===== config.mk =====
export PLATFORM = sky130hd
export DESIGN_NAME = down_timer
export DESIGN_NICKNAME = d
export VERILOG_FILES = /design/src/rtl/down_timer.sv
export SDC_FILE = /design/constraint.sdc
export NUM_CORES = 1
export LEC_CHECK = 0
export BUFFER_PORTS_ARGS = -buffer_cell sky130_fd_sc_hd__clkbuf_2
export CAP_MARGIN = 25
export CORE_MARGIN = 2
export CORE_UTILIZATION = 50
export DETAILED_ROUTE_END_ITERATION = 6
export GPL_TIMING_DRIVEN = 0
export MAX_ROUTING_LAYER = met4
export PLACE_DENSITY = 0.87
export SETUP_SLACK_MARGIN = 0.5
export SKIP_CTS_REPAIR_TIMING = 1
export SYNTH_ARGS = -nofsm -noshare
export SYNTH_HDL_FRONTEND = slang
export SYNTH_SLANG_ARGS = --single-unit

===== constraint.sdc =====
create_clock -name clk -period 1.8 [get_ports clk]
set_input_delay 0.18 -clock clk [delete_from_list [all_inputs] [get_ports clk]]
set_output_delay 0.18 -clock clk [all_outputs]
set_load 0.01 [all_outputs]

===== src/rtl/down_timer.sv =====
// down_timer: loadable N-bit down-counting timer with one-shot and auto-reload modes.
// Define DOWN_TIMER_PRESCALE_EN to advance the count only once every PRESC clocks.
module down_timer #(
  parameter int N     = 4,
  parameter int PRESC = 4
) (
  input  logic         clk,
  input  logic         clr,
  input  logic         start,
  input  logic [N-1:0] load_val,
  input  logic         auto_reload,
  input  logic         stop,
  output logic [N-1:0] q,
  output logic         busy,
  output logic         done,
  output logic         zero
);

  // Handshake: start (with load_val/auto_reload) is accepted only in IDLE and
  // stop only in RUN; start beats stop in IDLE; done is a single-cycle pulse.
  typedef enum logic {IDLE, RUN} state_t;

  state_t       state, state_n;
  logic [N-1:0] q_n;
  logic [N-1:0] reload_reg, reload_n;
  logic         mode_reg, mode_n;
  logic         busy_n, done_n;
  logic         presc_clr;
  logic         tick;

`ifdef DOWN_TIMER_PRESCALE_EN
  localparam int PW = $clog2(PRESC);

  logic [PW-1:0] presc_cnt;

  assign tick = (presc_cnt == PW'(PRESC - 1));

  always_ff @(posedge clk or posedge clr) begin
    if (clr)
      presc_cnt <= '0;
    else if (presc_clr)
      presc_cnt <= '0;
    else if (state == RUN)
      presc_cnt <= tick ? '0 : presc_cnt + PW'(1);
  end
`else
  // Without the prescaler every edge is a tick (PRESC is always >= 2).
  assign tick = (PRESC != 0);
`endif

  always_comb begin
    state_n   = state;
    q_n       = q;
    reload_n  = reload_reg;
    mode_n    = mode_reg;
    busy_n    = busy;
    done_n    = 1'b0;
    presc_clr = 1'b0;
    case (state)
      IDLE: begin
        if (start) begin
          if (load_val != '0) begin
            q_n       = load_val;
            reload_n  = load_val;
            mode_n    = auto_reload;
            busy_n    = 1'b1;
            state_n   = RUN;
            presc_clr = 1'b1;
          end else begin
            q_n    = '0;
            done_n = 1'b1;
          end
        end
      end
      RUN: begin
        if (stop) begin
          busy_n    = 1'b0;
          state_n   = IDLE;
          presc_clr = 1'b1;
        end else if (tick) begin
          if (q > N'(1)) begin
            q_n = q - N'(1);
          end else if (!mode_reg) begin
            q_n       = '0;
            done_n    = 1'b1;
            busy_n    = 1'b0;
            state_n   = IDLE;
            presc_clr = 1'b1;
          end else begin
            q_n    = reload_reg;
            done_n = 1'b1;
          end
        end
      end
      default: state_n = IDLE;
    endcase
  end

  always_ff @(posedge clk or posedge clr) begin
    if (clr) begin
      state      <= IDLE;
      q          <= '0;
      reload_reg <= '0;
      mode_reg   <= 1'b0;
      busy       <= 1'b0;
      done       <= 1'b0;
    end else begin
      state      <= state_n;
      q          <= q_n;
      reload_reg <= reload_n;
      mode_reg   <= mode_n;
      busy       <= busy_n;
      done       <= done_n;
    end
  end

  assign zero = (q == '0);

endmodule


==> summary.txt <==
Layout
  • Commonest cells after routing, fill and taps aside: 21 x nand2_1, 15 x clkbuf_2, 10 x dfrtp_1
  • Layout cell share with drive strength beyond 1: between 30% and 40%
  • Most common cell after layout, fill and taps aside: nand2_1
  • Area Growth Syn to Fin: 29.8%
  • Fin area: between 800 and 900 sq um
  • Layout Nets: 113
  • Ant. Diodes: 0

Routing
  • Routed via count: between 600 and 700
  • Met1 wire length: just under 700 um
  • Vias per cell: 5.48
  • Drt wl/cell: between 10 and 15 um
  • DRC violations left: 0
  • First drt pass iteration count: 4
  • Met2 WL: ~740 um
  • Initial DRC Count: 18
  • Final antenna-violating net count: 0
  • Top Metal Used: met4
  • Met3 routed wirelength: 82 um
  • WL final: about 1500 um

Critical path
  • Slowest CP cell: dfrtp_2
  • Worst endpoint required time: between 1500 and 2000 ps
  • Arrival @ worst endpoint: between 1500 and 2000 ps
  • CP endpoint kind: flip-flop
  • Reg2Reg Depth: 7
  • Setup CP Type: reg -> reg
  • Cell Chain, Critical Path: inv_4 -> ha_4 -> or2_4 -> buf_4 -> nand3_2 -> o211ai_1 -> a21oi_1
  • CP max stage delay: around 450 ps
  • Worst Path Max Fanout: 5
  • Worst setup SP type: flip-flop

Clocking
  • Cts bufs inserted: 3
  • Root buf cell: clkbuf_4
  • Max Root-Sink Buffers: 2
  • CTS H-tree depth: 1
  • CTS clk-pin slew, worst paths: 60 ps
  • Clk Latency, worst-skew pair: roughly 280 ps
  • Sink Count: 12
  • CTS tree: built

Min path
  • Min-delay worst type: in -> reg
  • Hold depth: 3

Placed design
  • Area of placed instances: 777 sq um
  • HPWL after DPL: 1140 um
  • Port Buf Inserts: 15
  • RD Place Congestion: 0.840

Logic synthesis
  • Synthesized area per cell: about 8.5 sq um
  • Synth top area cells: dfrtp_1 46%, nand2_1 12%, ha_1 5.7%
  • Syn_nets: just under 90
  • Synth Cell Area: 658 sq um
  • Synth cell types: 23
  • Ys Warns: 0
  • Post-Synthesis Cells: just under 80
  • Top cell type's share of synthesized area: between 40% and 50%
  • Area leader, netlist: dfrtp_1
  • Register area share after synthesis: 45.6%
  • Synth Register Bits: 12

Die
  • Core ar.: 1270 sq um
  • Die Span X: around 40 um
  • # IOs: 16
  • FP Rows: 13
  • Die H: 40.3 um
  • Die area: between 1500 and 2000 sq um
  • Starting Density: about 52%

Global route
  • Tot GR Track Use: between 20% and 30%
  • Vias in the first global route: about 570
  • Largest net degree at the start of global routing: 13
  • Grt total ovfl: 0
  • First-pass GRT wire length: between 2000 and 3000 um
  • Initial antenna violation count: 0

Timing
  • Max_slew headroom: between 60% and 70%
  • RSZ-0062 raised after global routing: yes
  • Final period util: 81.0%
  • Final Max Slew Viols: 0
  • Min Clock Period, post-route: about 1500 ps
  • Final hold vios: 0
  • Final setup vio count: 0
  • Skew final: 6.00 ps
  • Worst-Margin Slew: 468 ps
  • Setup TNS: 0 ps
  • Max frequency: 0.686 GHz

Power
  • Maximum VDD drop: 0.911 mV
  • Power per cell area: about 1600 nW/um^2
  • Leak: 0.408 nW

Run status
  • Status: completed

Job
  • Max cap viols: 0
-- report_power, final --
| group | leakage, nW | switching (W) | internal [W] | total, W |
|---|---|---|---|---|
| sequential | 0.143 | 0.000138 | 0.000378 | 0.000517 |
| clock | 0.0138 | 0.0000865 | 0.0000776 | 0.000164 |
| combinational | 0.252 | 0.000376 | 0.000343 | 0.000719 |
-- layout make-up --
cell class / count / area [sq um]
clock buffers: 3 / 22.5
repair buffers: 19 / 108
multi-input cells: 61 / 385
fillers: 118 / 414
well taps: 15 / 18.8
inverters: 4 / 17.5
flip-flops and latches: 12 / 303
-- synthesized netlist by cell type, drive strengths merged --
cell type	count
mux2i	1
nand2	21
o32ai	1
a32oi	1
a31o	1
nand3	2
dfrtp	12
or4	1
or2	2
a21o	1
a21oi	2
o211ai	2
nor2b	1
nand4	3
nor3	3
inv	4
and2	2
ha	3
nor2	6
o2bb2ai	1
nand2b	2
o21ai	5
-- worst max-delay path: cells and delay by family, from the launching register on --
| family | cells | cell delay, ps |
|---|---|---|
| simple gates | 2 | 300 |
| fa+ha+maj | 1 | 180 |
| buf+inv | 2 | 210 |
| flops | 1 | 450 |
| compound gates | 2 | 250 |
-- path summary, 6_finish.rpt --
check / from / slack (ps) / endpoint
worst min register to register: busy$_DFFE_PP0P_ / 480 / busy$_DFFE_PP0P_
min in group asynchronous: clr / 440 / reload_reg[0]$_DFFE_PP0P_
worst max register to register: q[0]$_DFFE_PP0P_ / 340 / q[0]$_DFFE_PP0P_
max in group asynchronous: clr / 1010 / q[0]$_DFFE_PP0P_
worst min-delay path: auto_reload / 100 / mode_reg$_DFFE_PP0P_
worst max-delay path: q[0]$_DFFE_PP0P_ / 340 / q[0]$_DFFE_PP0P_
-- through the flow --
stage	setup slack, ps	util (%)	cells	hold slack (ps)	power (W)
3_3_place_gp	390	61.2	107	175	0.00108
6_report	342	67.4	114	104	0.00140
3_5_place_dp	352	61.2	107	195	0.00112
4_1_cts	333	63.0	110	-94.6	0.00129
2_1_floorplan	394	-	77	44.6	0.000920
5_1_grt	268	67.4	114	129	0.00151
-- layer usage --
metal  global-route usage (%)  vias up
li1                         -      313
met1                     29.7      280
met2                     40.3       27
met3                     5.00        5
met4                     12.5        0
met5                        -        -
-- kinds of logic (layout without fill, tap and decap cells) --
group	count (synthesis)	in the layout	share of synthesized area (%)
compound gates	14	14	14.1
fa+ha+maj	3	3	5.70
buf+inv	4	26	2.28
flops	12	12	45.6
mux	1	1	1.52
simple gates	43	43	30.8
Power figures use the tool's default switching activity.
